**src/rtl/dino_pkg.sv**
```systemverilog
// Shared state encoding and default tuning values for the dino game controller.
package dino_pkg;

  typedef enum logic [1:0] {
    IDLE = 2'd0,
    RUN  = 2'd1,
    AIR  = 2'd2,
    DEAD = 2'd3
  } state_e;

  localparam int JUMP_V0_DEF      = 4;
  localparam int GRAVITY_DEF      = 1;
  localparam int Y_W_DEF          = 7;
  localparam int SCORE_DIV_DEF    = 6;
  localparam int DEAD_HOLDOFF_DEF = 30;

endpackage

```
**src/rtl/dino_game_ctrl_if.sv**
```systemverilog
// Frame-rate game bus between the controller and the renderer/input logic.
interface dino_game_ctrl_if #(
  parameter int Y_W = dino_pkg::Y_W_DEF
);
  logic           frame_tick;
  logic           jump_btn;
  logic           collision;
  logic           halt;
  logic [Y_W-1:0] dino_y;
  logic           jumping;
  logic           game_over;
  logic [15:0]    score;

  modport master (output frame_tick, jump_btn, collision,
                  input  halt, dino_y, jumping, game_over, score);
  modport slave  (input  frame_tick, jump_btn, collision,
                  output halt, dino_y, jumping, game_over, score);
endinterface

```
**src/rtl/dino_jump_phys.sv**
```systemverilog
// Pure combinational jump physics: one frame of height/velocity update.
module dino_jump_phys
  import dino_pkg::*;
#(
  parameter int Y_W     = Y_W_DEF,
  parameter int GRAVITY = GRAVITY_DEF
) (
  input  logic [Y_W-1:0]        y_i,
  input  logic signed [Y_W:0]   vel_i,
  output logic [Y_W-1:0]        y_o,
  output logic signed [Y_W:0]   vel_o,
  output logic                  land_o
);
  localparam logic signed [Y_W:0]   G     = (Y_W+1)'(GRAVITY);
  localparam logic signed [Y_W+1:0] Y_MAX = (Y_W+2)'(2**Y_W - 1);

  // Sum is two bits wider than y so neither the climb nor the descent can wrap.
  logic signed [Y_W+1:0] sum;

  // Landing when the new height would be at or below ground; clamp at the ceiling.
  always_comb begin
    sum    = $signed({2'b00, y_i}) + $signed({vel_i[Y_W], vel_i});
    land_o = sum[Y_W+1] || (sum == '0);
    if (land_o)           y_o = '0;
    else if (sum > Y_MAX) y_o = '1;
    else                  y_o = sum[Y_W-1:0];
    vel_o  = vel_i - G;
  end
endmodule

```
**src/rtl/dino_game_ctrl.sv**
```systemverilog
// Dino game controller: run/jump/dead FSM, frame-paced scoring and death holdoff.
module dino_game_ctrl
  import dino_pkg::*;
#(
  parameter int JUMP_V0      = JUMP_V0_DEF,
  parameter int GRAVITY      = GRAVITY_DEF,
  parameter int Y_W          = Y_W_DEF,
  parameter int SCORE_DIV    = SCORE_DIV_DEF,
  parameter int DEAD_HOLDOFF = DEAD_HOLDOFF_DEF
) (
  input  logic             clk,
  input  logic             sys_rst_n,
  dino_game_ctrl_if.slave  bus
);
  localparam int DIV_W = (SCORE_DIV > 1) ? $clog2(SCORE_DIV) : 1;
  localparam int HO_W  = (DEAD_HOLDOFF > 0) ? $clog2(DEAD_HOLDOFF + 1) : 1;
  localparam logic [DIV_W-1:0]  DIV_LAST = DIV_W'(SCORE_DIV - 1);
  localparam logic [HO_W-1:0]   HO_LOAD  = HO_W'(DEAD_HOLDOFF);
  localparam logic signed [Y_W:0] V0     = (Y_W+1)'(JUMP_V0);

  state_e              state_q, state_d;
  logic [Y_W-1:0]      y_q, y_d;
  logic signed [Y_W:0] vel_q, vel_d;
  logic [15:0]         score_q, score_d;
  logic [DIV_W-1:0]    div_q, div_d;
  logic [HO_W-1:0]     ho_q, ho_d;
  logic                pend_q, pend_d, btn_q, pend;

  logic [Y_W-1:0]      phys_y;
  logic signed [Y_W:0] phys_vel;
  logic                phys_land;

  dino_jump_phys #(.Y_W(Y_W), .GRAVITY(GRAVITY)) u_phys (
    .y_i   (y_q),
    .vel_i (vel_q),
    .y_o   (phys_y),
    .vel_o (phys_vel),
    .land_o(phys_land)
  );

  // Next state: everything advances only on frame_tick; the pending press is
  // captured every cycle and always consumed by the tick, acted on or not.
  always_comb begin
    state_d = state_q;
    y_d     = y_q;
    vel_d   = vel_q;
    score_d = score_q;
    div_d   = div_q;
    ho_d    = ho_q;
    pend    = pend_q | (bus.jump_btn & ~btn_q);
    pend_d  = pend;
    if (bus.frame_tick) begin
      pend_d = 1'b0;
      if (state_q == RUN || state_q == AIR) begin
        if (div_q == DIV_LAST) begin
          div_d = '0;
          if (score_q != 16'hFFFF) score_d = score_q + 16'd1;
        end else begin
          div_d = div_q + DIV_W'(1);
        end
      end
      case (state_q)
        IDLE: if (pend) begin
          state_d = RUN;
          score_d = '0;
          div_d   = '0;
        end
        RUN: if (bus.collision) begin
          state_d = DEAD;
          ho_d    = HO_LOAD;
        end else if (pend) begin
          state_d = AIR;
          vel_d   = V0;
        end
        AIR: if (bus.collision) begin
          state_d = DEAD;
          ho_d    = HO_LOAD;
        end else if (phys_land) begin
          state_d = RUN;
          y_d     = '0;
        end else begin
          y_d     = phys_y;
          vel_d   = phys_vel;
        end
        DEAD: if (ho_q != '0) begin
          ho_d    = ho_q - HO_W'(1);
        end else if (pend) begin
          state_d = RUN;
          score_d = '0;
          y_d     = '0;
          div_d   = '0;
        end
        default: state_d = IDLE;
      endcase
    end
  end

  // State and datapath registers.
  always_ff @(posedge clk or negedge sys_rst_n) begin
    if (!sys_rst_n) begin
      state_q <= IDLE;
      y_q     <= '0;
      vel_q   <= '0;
      score_q <= '0;
      div_q   <= '0;
      ho_q    <= '0;
      pend_q  <= 1'b0;
      btn_q   <= 1'b0;
    end else begin
      state_q <= state_d;
      y_q     <= y_d;
      vel_q   <= vel_d;
      score_q <= score_d;
      div_q   <= div_d;
      ho_q    <= ho_d;
      pend_q  <= pend_d;
      btn_q   <= bus.jump_btn;
    end
  end

  // Outputs decode only from registers.
  assign bus.halt      = (state_q == IDLE) || (state_q == DEAD);
  assign bus.jumping   = (state_q == AIR);
  assign bus.game_over = (state_q == DEAD);
  assign bus.dino_y    = y_q;
  assign bus.score     = score_q;
endmodule

```
**src/flat_wrapper.sv**
```systemverilog
// flat-port wrapper written by rule: the top's interface ports become plain ports
module dino_game_ctrl_flat import dino_pkg::*;
#(
  parameter int JUMP_V0      = JUMP_V0_DEF,
  parameter int GRAVITY      = GRAVITY_DEF,
  parameter int Y_W          = Y_W_DEF,
  parameter int SCORE_DIV    = SCORE_DIV_DEF,
  parameter int DEAD_HOLDOFF = DEAD_HOLDOFF_DEF
)
  (clk, sys_rst_n, bus_frame_tick, bus_jump_btn, bus_collision, bus_halt, bus_dino_y, bus_jumping, bus_game_over, bus_score);
  dino_game_ctrl_if #(.Y_W(Y_W)) bus_i ();
  input  logic clk;
  input  logic sys_rst_n;
  input wire logic [$bits(bus_i.frame_tick)-1:0] bus_frame_tick;
  input wire logic [$bits(bus_i.jump_btn)-1:0] bus_jump_btn;
  input wire logic [$bits(bus_i.collision)-1:0] bus_collision;
  output wire logic [$bits(bus_i.halt)-1:0] bus_halt;
  output wire logic [$bits(bus_i.dino_y)-1:0] bus_dino_y;
  output wire logic [$bits(bus_i.jumping)-1:0] bus_jumping;
  output wire logic [$bits(bus_i.game_over)-1:0] bus_game_over;
  output wire logic [$bits(bus_i.score)-1:0] bus_score;
  assign bus_i.frame_tick = bus_frame_tick;
  assign bus_i.jump_btn = bus_jump_btn;
  assign bus_i.collision = bus_collision;
  assign bus_halt = bus_i.halt;
  assign bus_dino_y = bus_i.dino_y;
  assign bus_jumping = bus_i.jumping;
  assign bus_game_over = bus_i.game_over;
  assign bus_score = bus_i.score;
  dino_game_ctrl #(.JUMP_V0(JUMP_V0), .GRAVITY(GRAVITY), .Y_W(Y_W), .SCORE_DIV(SCORE_DIV), .DEAD_HOLDOFF(DEAD_HOLDOFF)) u_core (.clk(clk), .sys_rst_n(sys_rst_n), .bus(bus_i));
endmodule
```
**config.mk**
```make
export PLATFORM = sky130hd
export DESIGN_NAME = dino_game_ctrl_flat
export DESIGN_NICKNAME = d
export VERILOG_FILES = /design/src/rtl/dino_pkg.sv /design/src/rtl/dino_game_ctrl_if.sv /design/src/rtl/dino_jump_phys.sv /design/src/rtl/dino_game_ctrl.sv /design/src/flat_wrapper.sv
export SDC_FILE = /design/constraint.sdc
export NUM_CORES = 1
export LEC_CHECK = 0
export BUFFER_PORTS_ARGS = -buffer_cell sky130_fd_sc_hd__buf_2
export CORE_UTILIZATION = 35
export DETAILED_ROUTE_END_ITERATION = 6
export GPL_ROUTABILITY_DRIVEN = 0
export PLACE_DENSITY = 0.53
export REMOVE_ABC_BUFFERS = 1
export SLEW_MARGIN = 10
export SYNTH_ARGS = -nofsm -noshare
export SYNTH_HDL_FRONTEND = slang
export SYNTH_HIERARCHICAL = 1
export SYNTH_SLANG_ARGS = --single-unit
```
**constraint.sdc**
```tcl
create_clock -name clk -period 3.66 [get_ports clk]
set_input_delay 0.732 -clock clk [delete_from_list [all_inputs] [get_ports clk]]
set_output_delay 0.732 -clock clk [all_outputs]
set_load 0.02 [all_outputs]
```
---- Word level (Yosys, flattened, before mapping) ----
Cells that the tools add are included.
W data, S select, Z words.
storage, ports and cells
  register bits after elaboration ......... 43
  bits of input ports ..................... 5
  output and inout port bits .............. 26
operators by class
  add/sub/neg operators ................... 5
  order comparisons ....................... 1
  equal/unequal tests ..................... 15
  multiplexer cells ....................... 33
  bitwise gates (word level) .............. 3
  reduce and logical (&&, ||, !) cells .... 14
operators by type and width
  operator                 number
  $mux W16                 5
  $mux W7                  5
  $mux W8                  4
  $pmux W16 S2             1
  $add A16 B1 Y16 const B  1
  $ne A16 B16 Y1 const B   1
  $pmux W8 S2              1
  $pmux W7 S2              1
  $mux W2                  6
  $mux W3                  4
  $mux W5                  2
  $pmux W5 S2              1
  $add A8 B8 Y9            1
  $gt A9 B8 Y1 const B     1
  $logic_not A9 Y1         1
  $ne A2 B1 Y1 const B     4
  $ne A2 B2 Y1 const B     4
  $pmux W2 S4              1
  $reduce_and A4 Y1        2
  $sub A8 B2 Y8 const B    1
  $ne A3 B2 Y1 const B     2
  $pmux W3 S2              1
  $reduce_and A6 Y1        1
  $reduce_bool A2 Y1       3
  other kinds (14)         17

---- Logic depth before layout (Yosys ltp) ----
Gate-level depths: netlist of the first run.
  depth in word-level cells ............... 7
  mapped depth ............................ 11
  mapped depth without buffers ............ 11

---- By module ----
The synthesis of the first run kept the hierarchy.
by module, submodules not included
  module          times used  cells each  area an instance (µm²)  sequential area each (µm²)
  dino_game_ctrl  1           232         2283.4                  1076.0
  dino_jump_phys  1           63          518.0                   0.0

---- Worst setup path after synthesis of the first run ----
No wires, ideal clock.
  path type ............................... register to register
  start point ............................. register u_core.y_q[0] (netlist: u_core/bus.dino_y[0])
  end point ............................... register u_core.state_q[1]
  setup time .............................. 0.128 ns
  data arrival time ....................... 2.922 ns
  data required time ...................... 3.532 ns
  setup slack ............................. 0.610 ns
  cell stages (with the launch flop) ...... 12
  period minus slack after synthesis ...... 3.050 ns
  path through ............................ dfrtp_1 ha_1 fa_1 a21o_2 a21oi_1 xor2_1 and4_4 a41o_1 nand2b_1 o31ai_1 a221o_1 mux2_1
on the way
  word-level cells in the longest chain between the ends .. 5
ends and longest elaborated chain
  element                          RTL line               source
  from (decl)                      dino_game_ctrl.sv:22   logic [Y_W-1:0] y_q, y_d;
  from (signal assigned)           dino_game_ctrl.sv:111  y_q <= y_d;
  $add A8 B8 Y9 (*)                dino_jump_phys.sv:22   sum = $signed({2'b00, y_i}) + $signed({vel_i[Y_W], vel_i});
  $logic_not A9 Y1                 dino_jump_phys.sv:23   land_o = sum[Y_W+1] || (sum == '0);
  $logic_or A1 B1 Y1 (*)           dino_jump_phys.sv:23
  via u_core.phys_land             dino_game_ctrl.sv:31   logic phys_land;
  $ne A3 B2 Y1 (no line) (*)       --
  $reduce_and A4 Y1 (no line) (*)  --
  to (signal assigned)             dino_game_ctrl.sv:110  state_q <= state_d;
  to (decl)                        dino_game_ctrl.sv:21   state_e state_q, state_d;
The timed path passes the listed nets; every way through them passes the cells marked *.
A chain may end at the register's enable or synchronous reset.

---- Final worst setup path of the first run ----
  start point ............................. register u_core.vel_q[0]
  end point ............................... register u_core.state_q[1]
on the way
  word-level cells in the longest chain between the ends .. 5
ends and longest elaborated chain
  element                          RTL line               source
  from (decl)                      dino_game_ctrl.sv:23   logic signed [Y_W:0] vel_q, vel_d;
  from (signal assigned)           dino_game_ctrl.sv:112  vel_q <= vel_d;
  $add A8 B8 Y9 (*)                dino_jump_phys.sv:22
  $logic_not A9 Y1                 dino_jump_phys.sv:23
  $logic_or A1 B1 Y1 (*)           dino_jump_phys.sv:23
  via u_core.phys_land             dino_game_ctrl.sv:31
  $ne A3 B2 Y1 (no line) (*)       --
  $reduce_and A4 Y1 (no line) (*)  --
Marked as above.

==> results.cfg, run 1 <==
[worst_setup_path]
r2r_setup_slack_ps = 420
r2r_start = u_core/vel_q[0]$_DFFE_PN0P_
crit_arrival_ps = 3420
critical_path_class = flip-flop to flip-flop
rr_worst_depth = 11
worst_setup_path_end_kind = flip-flop
crit_path_start_kind = flip-flop
required_ps = 3840
worstReg2RegEnd = u_core/state_q[1]$_DFFE_PN0P_
crit_fanout = 6

[timing]
rsz0062_at_grt = no
fin_crit_sh_pct = 88.53
final.setup.tns_ps = 0
layout_setup_ws_ps = 419.9
max_freq_ghz = 0.3086
finClkSkew_ps = 5.090
slew_violations = 0
worst_pin_slew_ps = 987.7
setup_violations = 0
slew_headroom_pct = 34.15
hold_violations = 0
min_period_ps = 3240

[synthesis]
synth.distinct_cells = 66
synthTopCellsByArea = dfrtp_1, ha_1, a21oi_1
netlist_instances = 295
synth_top_family_by_area = compound AO/OA/AOI/OAI gates
seq_area_frac_synth_pct = 38.41
synth_edf_count = 0
synth_fa_ha_area_share_pct = 6.967
dominantRegCellSynth = dfrtp_1
synth_top_area_cell = dfrtp_1
synth_compound_area_share_pct = 22.47
synth_top_area_share_pct = 38.41
syn_area_mm2 = 0.002801
synth.area.mux_share_pct = 3.618
avgSynthCellArea_um2 = 9.496
synthXorXnorAreaFrac_pct = 4.734
synth-seq-cells = 43
async_flop_share_pct = 100.0
yosys.area_share.simple_pct = 19.38
ys.warnings.count = 6

[grt]
grt_pass1_wl_mm = 10.70
grt_max_degree = 44
grt_pass1_vias = 2293
antenna_found_initial = 0
overflow = 0
grt_util_all_layers_pct = 15.72

[cells_and_area]
drive_gt1_share_pct = 16.67
finalNonFillerCells = 432
nNetsFinal = 350
synthToLayoutAreaGrowth_pct = 12.91
antenna_cells = 0
design_area_mm2 = 0.003163
fillCellCount = 798

[pwr]
ir_drop_mv = 0.2596
power.leakage_nw = 1.416
power_mw = 2.222
power_density_mw_per_mm2 = 702.6

[routing]
drt-met1-wl_mm = 2.885
detail_route.wl_per_cell_um = 14.22
first_pass_iters = 4
drt_iter0_drc = 73
dr_wl_met2_mm = 2.946
ant_nets = 0
avgViaCountPerCell = 5.477
drc_errors = 0
met3_length_um = 244
top_layer = met4
vias = 2366
wl_mm = 6.145

[hold_path]
holdPathEnd = u_core/ho_q[0]$_DFFE_PN0P_
whs_path_depth = 1
hp-class = flip-flop to flip-flop
min-delay-start = u_core/ho_q[0]$_DFFE_PN0P_

[placed_design]
port_buffers = 30
place_worst_setup_slack_ps = 487.3
dp_hpwl_mm = 4.438
dp.cells = 425
place_area_mm2 = 0.003075

[floorplan]
fp.dieH_um = 91.47
start_util_pct = 36.25
core_mm2 = 0.007727
ios = 31
fp.dieW_um = 91.47
rows = 32
die_area_mm2 = 0.008366

[cts]
cts_hold_buf = 0
cts_tree = built
numCtsBuffers = 5
cts.sinks = 43
cts_resized = 0
cts.clk_slew.worst_paths_ps = 80
cts_max_level = 2
postCtsSetupBuffers = 0
clockBufferDepth = 2
clock_latency_ps = 290
cts_root_buf = clkbuf_8

[run_status]
status = completed

[flow_run]
maxCapViolCount = 0
cells by family (layout without fill, tap and decap cells):
kind of cell	after synthesis	count (layout)
xor gates and xnor gates	13	13
buffers and inverters	31	66
DFF	43	43
adders and majority gates	15	15
AOI/OAI and AO/OA	89	89
and+or+nand+nor	94	94
muxes	10	10
metal layers:
layer | vias to the layer above | GRT usage (%)
met5 | - | 0
met4 | 0 | 4.894
met3 | 7 | 3.518
met2 | 35 | 26.50
met1 | 1152 | 19.92
li1 | 1172 | -
worst max-delay path, cell delays in order, from the launching register on:
cell and delay, ps:
dfrtp_1 450, ha_1 260, fa_1 440, a21o_2 210
a21oi_1 160, xor2_1 220, and4_4 250, a41o_1 200
nand2b_1 180, o31ai_1 90, a221o_1 340, mux2_1 320
cell usage after synthesis (6+ instances only):
cell and count:
xor2_1 8, ha_1 14, a22o_1 8, dfrtp_1 43, inv_1 26, nand3_1 7
nand4_1 8, nor2_1 14, nor3_1 6, nand2_1 19, or4_1 9, o21ai_0 14
a21oi_1 28, o31ai_1 9, mux2i_1 9
registers in the layout (all words and copies together), names as in the netlist:
name and flops:
u_core/bus.score 16, u_core/pend_q 1, u_core/ho_q 5, u_core/bus.dino_y 7, u_core/vel_q 8, u_core/state_q 2
u_core/btn_q 1, u_core/div_q 3
where the power goes:
part           internal [mW]  switching (mW)  total (mW)
combinational          0.486           0.732        1.22
clock                  0.148           0.158       0.306
sequential             0.582           0.116       0.698
total                   1.22            1.01        2.22
stage by stage:
step	hold WS, ps	util (%)
3_5_place_dp	500.1	39.80
5_1_grt	532.0	40.93
6_report	514.5	40.93
3_3_place_gp	492.8	39.80
2_1_floorplan	436.4	-
4_1_cts	519.9	40.93
worst max-delay path by stage:
| stage | slack, ps | end | cells after the start | from |
|---|---|---|---|---|
| floorplan | 610 | u_core/state_q[1]$_DFFE_PN0P_ | 11 | u_core/bus.dino_y[0]$_DFFE_PN0P_ |
| global placement | 560 | u_core/state_q[1]$_DFFE_PN0P_ | 11 | u_core/vel_q[0]$_DFFE_PN0P_ |
| detailed placement | 490 | u_core/state_q[1]$_DFFE_PN0P_ | 11 | u_core/vel_q[0]$_DFFE_PN0P_ |
| CTS | 440 | u_core/state_q[1]$_DFFE_PN0P_ | 11 | u_core/vel_q[0]$_DFFE_PN0P_ |
| global route | 290 | u_core/state_q[1]$_DFFE_PN0P_ | 11 | u_core/vel_q[0]$_DFFE_PN0P_ |
| finish | 420 | u_core/state_q[1]$_DFFE_PN0P_ | 11 | u_core/vel_q[0]$_DFFE_PN0P_ |
cells in the final DEF, fill, tap and decap left out, types with 4 or more instances in the layout:
cell / count
clkbuf_8: 6
xnor2_1: 4
or3_1: 5
o21ai_0: 14
o31ai_1: 9
inv_1: 26
nand4_1: 8
nand3_1: 7
mux2i_1: 9
dfrtp_1: 43
or4_1: 9
ha_1: 14
nor2_1: 14
nand2_1: 19
nor3_1: 6
a21oi_1: 28
xor2_1: 8
a22o_1: 8
buf_2: 30
final cells by class:
| class | instances | area [um^2] | share of cell area (%) |
|---|---|---|---|
| multi-input combinational | 221 | 1602 | 50.63 |
| sequential | 43 | 1076 | 34.02 |
| timing repair buffer | 33 | 172.7 | 5.459 |
| tap | 102 | 127.6 | 4.035 |
| inverter | 26 | 97.59 | 3.085 |
| clock buffer | 6 | 82.58 | 2.611 |
| clock inverter | 1 | 5.005 | 0.1582 |
Note: power is estimated with default switching activity, not from simulation.
==> run 2: changes to the inputs <==
--- a/config.mk
+++ b/config.mk
@@ -6,6 +6,7 @@
 export NUM_CORES = 1
 export LEC_CHECK = 0
 export BUFFER_PORTS_ARGS = -buffer_cell sky130_fd_sc_hd__buf_2
+export CORE_ASPECT_RATIO = 1.5
 export CORE_UTILIZATION = 35
 export DETAILED_ROUTE_END_ITERATION = 6
 export GPL_ROUTABILITY_DRIVEN = 0
==> run 2 against run 1 <==
Critical path depth unchanged; hold slack improved by 6.2 ps; sequential power increased by 1%; global-route usage increased by 2.0 points; core utilization increased by 1.3 points; sequential share of layout area decreased by 0.75 points; largest power group unchanged.
==> results.cfg, run 2 (synthesis results as in run 1) <==
[grt]
grt_use_met2_pct = 29.97
grt_util_all_layers_pct = 17.68
antenna_found_initial = 0
use_met3_pct = 2.805
busiest_layer = met2
grt_pass1_wl_mm = 11.34
overflow = 0
grt_pass1_vias = 2344
grt_max_degree = 44
use_met1_pct = 21.38

[routing]
avgViaCountPerCell = 5.438
detail_route.wl_per_cell_um = 15.20
drc_errors = 0
ant_nets = 0
drt_iter0_drc = 95
vias = 2349
wl_mm = 6.567
first_pass_iters = 4

[cells_and_area]
drive_gt1_share_pct = 16.36
synthToLayoutAreaGrowth_pct = 15.45
mostFrequentLayoutCells = dfrtp_1, buf_2, a21oi_1
fillCellCount = 787
multi_input_area_mm2 = 0.001602
largest_reg_flops = 16
nNetsFinal = 350
final_common_cell = dfrtp_1
antenna_cells = 0
ff_latch_area_mm2 = 0.001076

[floorplan]
start_util_pct = 36.57
ios = 31
rows = 39
fp.dieH_um = 111.6
die_area_mm2 = 0.008373
fp.dieW_um = 75.05
core_mm2 = 0.007661

[worst_setup_path]
r2r_start = u_core/vel_q[0]$_DFFE_PN0P_
crit_arrival_ps = 3360
rr_worst_depth = 11
worst_setup_path_end_kind = flip-flop
critical_path_class = flip-flop to flip-flop
crit_path_start_kind = flip-flop
crit_fanout = 6
startpoint = u_core/vel_q[0]$_DFFE_PN0P_
required_ps = 3830

[hold_path]
hp-class = flip-flop to flip-flop
whs_path_depth = 1
min-delay-start = u_core/ho_q[0]$_DFFE_PN0P_

[placed_design]
dp_hpwl_mm = 4.784
place_worst_setup_slack_ps = 488.9
port_buffers = 30

[cts]
cts_root_buf = clkbuf_16
cts_tree = built
cts.clk_slew.worst_paths_ps = 60
postCtsSetupBuffers = 0
cts_resized = 0
clock_latency_ps = 290
cts_hold_buf = 0
clockBufferDepth = 2
cts_max_level = 2
numCtsBuffers = 5
cts.sinks = 43

[timing]
max_freq_ghz = 0.3136
worst_pin_slew_ps = 988.1
slew_violations = 0
finClkSkew_ps = 4.938
fin_crit_sh_pct = 87.14
rsz0062_at_grt = no
layout_setup_ws_ps = 470.7
slew_headroom_pct = 34.12
hold_violations = 0
setup_violations = 0
final.setup.tns_ps = 0
min_period_ps = 3189

[run_status]
status = completed

[pwr]
power.leakage_nw = 1.446
power_mw = 2.422
ir_drop_mv = 0.2426
power_density_mw_per_mm2 = 748.8

[flow_run]
maxCapViolCount = 0
==> run 2: changes by cell type in the layout (fill, tap and decap cells not counted) <==
cell,change
clkinv_2,-1
clkbuf_8,-6
clkbuf_1,+1
clkbuf_16,+5
bufinv_16,+1
==> run 2: final cells by class <==
type | count | area share [%]
multi-input combinational | 221 | 49.52
sequential | 43 | 33.27
timing repair buffer | 33 | 5.339
clock buffer | 6 | 3.985
tap | 102 | 3.946
inverter | 26 | 3.017
clock inverter | 1 | 0.9284
==> run 2: critical path: stages (launching register included) <==
cell	delay (ps)
dfrtp_1	440
ha_1	260
fa_1	440
a21o_2	220
a21oi_1	160
xor2_1	200
and4_4	230
a41o_1	210
nand2b_1	170
o31ai_1	90
a221o_1	340
mux2_1	310
==> run 2: through the flow <==
stage | area, um^2 | hold WS [ps] | std cells | utilization [%]
after floorplan | 2775 | 436.4 | 290 | -
after global placement | 3075 | 496.8 | 425 | 40.14
after detailed placement | 3075 | 508.6 | 425 | 40.14
after CTS | 3234 | 523.0 | 432 | 42.22
after global routing | 3234 | 545.2 | 432 | 42.22
final | 3234 | 520.7 | 432 | 42.22
==> run 2: final timing paths <==
| kind | to | slack, ps |
|---|---|---|
| worst min register to register | u_core/ho_q[0]$_DFFE_PN0P_ | 520 |
| worst max register to register | u_core/state_q[1]$_DFFE_PN0P_ | 470 |
| min in group asynchronous | u_core/bus.dino_y[2]$_DFFE_PN0P_ | 610 |
| worst min-delay path | u_core/ho_q[0]$_DFFE_PN0P_ | 520 |
| max in group asynchronous | u_core/bus.score[5]$_DFFE_PN0P_ | 2440 |
| worst max-delay path | u_core/state_q[1]$_DFFE_PN0P_ | 470 |
==> run 2: layer usage <==
metal  routed length [um]  up-vias  share of wire (%)
li1                     -     1169                  -
met5                    0        -                  0
met1                 2803     1138                 43
met3                  165        9                2.5
met4                  129        0                2.0
met2                 3469       33                 53
==> run 2: report_power, final <==
part,internal [mW],switching (mW)
Clock,0.319,0.183
Sequential,0.583,0.123
Combinational,0.484,0.729
==> run 3: changes to the inputs <==
--- a/config.mk
+++ b/config.mk
@@ -5,7 +5,7 @@
 export SDC_FILE = /design/constraint.sdc
 export NUM_CORES = 1
 export LEC_CHECK = 0
-export BUFFER_PORTS_ARGS = -buffer_cell sky130_fd_sc_hd__buf_2
+export BUFFER_PORTS_ARGS = -buffer_cell sky130_fd_sc_hd__buf_4
 export CORE_ASPECT_RATIO = 1.5
 export CORE_UTILIZATION = 35
 export DETAILED_ROUTE_END_ITERATION = 6
==> run 3 against run 2 <==
Clock power is 1% lower; non-clock buffer count did not move; sequential power rose by 0.8%; sequential cell count is the same; largest cell class unchanged; critical path depth is the same; global-route usage rose by 0.053 points; critical endpoint unchanged; combinational power rose by 4%; highest routed layer unchanged; routed wire length increased by 1.9%.
==> results.cfg, run 3 (synthesis results as in run 1) <==
[cts]
clock_latency_ps = 280
cts_tree = built
cts_max_level = 2
clockBufferDepth = 2
cts_resized = 0
cts.clk_slew.worst_paths_ps = 60
cts.sinks = 43
cts_hold_buf = 0
numCtsBuffers = 5
cts_root_buf = clkbuf_16
postCtsSetupBuffers = 0

[floorplan]
ios = 31
rows = 39
fp.dieH_um = 111.6
fp.dieW_um = 75.05
die_area_mm2 = 0.008373
start_util_pct = 36.57
core_mm2 = 0.007661

[placed_design]
dp.cells = 425
place_worst_setup_slack_ps = 503.1
port_buffers = 30
place_area_mm2 = 0.003151
dp_hpwl_mm = 4.903

[worst_setup_path]
slowest_stage = dfrtp_1
path_cells = ha_1 -> fa_1 -> a21o_2 -> a21oi_1 -> xor2_1 -> and4_4 -> a41o_1 -> nand2b_1 -> o31ai_1 -> a221o_1 -> mux2_1
path_buf_inv = 0
worst_setup_path_end_kind = flip-flop
cpPeakStageDelay_ps = 440
critical_path.top_delay_family = compound AO/OA/AOI/OAI gates
crit_path_start_kind = flip-flop
crit_fanout = 6
critical_path_class = flip-flop to flip-flop
required_ps = 3830
crit_arrival_ps = 3350

[cells_and_area]
design_area_mm2 = 0.003309
finalNonFillerCells = 432
nNetsFinal = 350
final_common_cell = dfrtp_1
antenna_cells = 0
mostFrequentLayoutCells = dfrtp_1, buf_4, a21oi_1
synthToLayoutAreaGrowth_pct = 18.13
fin_util_pct = 43.20
drive_gt1_share_pct = 16.36
largest_reg_flops = 16

[timing]
finClkSkew_ps = 7.111
layout_setup_ws_ps = 478.3
hold_ws_ps = 440.7
min_period_ps = 3182
slew_violations = 0
fin_crit_sh_pct = 86.93
final.setup.tns_ps = 0
hold_violations = 0
slew_headroom_pct = 36.98
max_freq_ghz = 0.3143
rsz0062_at_grt = no
worst_pin_slew_ps = 945.2
setup_violations = 0

[routing]
drt-met1-wl_mm = 2.783
met3_length_um = 270
dr_wl_met2_mm = 3.469
top_layer = met4
avgViaCountPerCell = 5.597
drc_errors = 0
vias = 2418
ant_nets = 0
first_pass_iters = 4
drt_iter0_drc = 81
wl_mm = 6.689
detail_route.wl_per_cell_um = 15.48

[pwr]
power_mw = 2.466
power_density_mw_per_mm2 = 745.1
ir_drop_mv = 0.2543
power.leakage_nw = 1.454

[grt]
overflow = 0
grt_max_degree = 44
grt_util_all_layers_pct = 17.73
antenna_found_initial = 0
grt_pass1_wl_mm = 11.41
grt_pass1_vias = 2404

[hold_path]
hp-class = input pin to async pin

[flow_run]
maxCapViolCount = 0

[run_status]
status = completed
[run 3: cell counts in the layout (fill, tap and decap cells not counted)]
Identical to the previous run, type by type.
[run 3: final cells by class]
type	count	area (um^2)
inverters	26	97.59
repair buffers	33	247.7
clock buffers	6	128.9
clock inverters	1	30.03
multi-input cells	221	1602
fillers	780	4352
well taps	102	127.6
flip-flops and latches	43	1076
[run 3: per-layer routing]
| layer | vias to the layer above | GRT usage, % |
|---|---|---|
| met5 | - | 0 |
| met4 | 0 | 8.679 |
| met3 | 14 | 3.258 |
| met2 | 59 | 29.73 |
| met1 | 1177 | 21.15 |
| li1 | 1168 | - |
[run 3: power by group]
group	leakage (nW)	total (mW)	switching, mW	internal [mW]
combinational	0.827	1.26	0.738	0.520
clock	0.0769	0.495	0.177	0.318
sequential	0.550	0.712	0.129	0.583
total	1.45	2.47	1.04	1.42
[run 3: final timing paths]
| kind | end | slack [ps] | start | depth (start not counted) |
|---|---|---|---|---|
| setup / recovery | u_core/state_q[1]$_DFFE_PN0P_ | 480 | u_core/vel_q[0]$_DFFE_PN0P_ | 11 |
| setup reg to reg | u_core/state_q[1]$_DFFE_PN0P_ | 480 | u_core/vel_q[0]$_DFFE_PN0P_ | 11 |
| hold / removal | u_core/bus.dino_y[5]$_DFFE_PN0P_ | 440 | sys_rst_n | 1 |
| max in group asynchronous | u_core/bus.dino_y[2]$_DFFE_PN0P_ | 2840 | sys_rst_n | 1 |
| hold reg to reg | u_core/ho_q[0]$_DFFE_PN0P_ | 520 | u_core/ho_q[0]$_DFFE_PN0P_ | 1 |
| min in group clk | u_core/ho_q[0]$_DFFE_PN0P_ | 520 | u_core/ho_q[0]$_DFFE_PN0P_ | 1 |
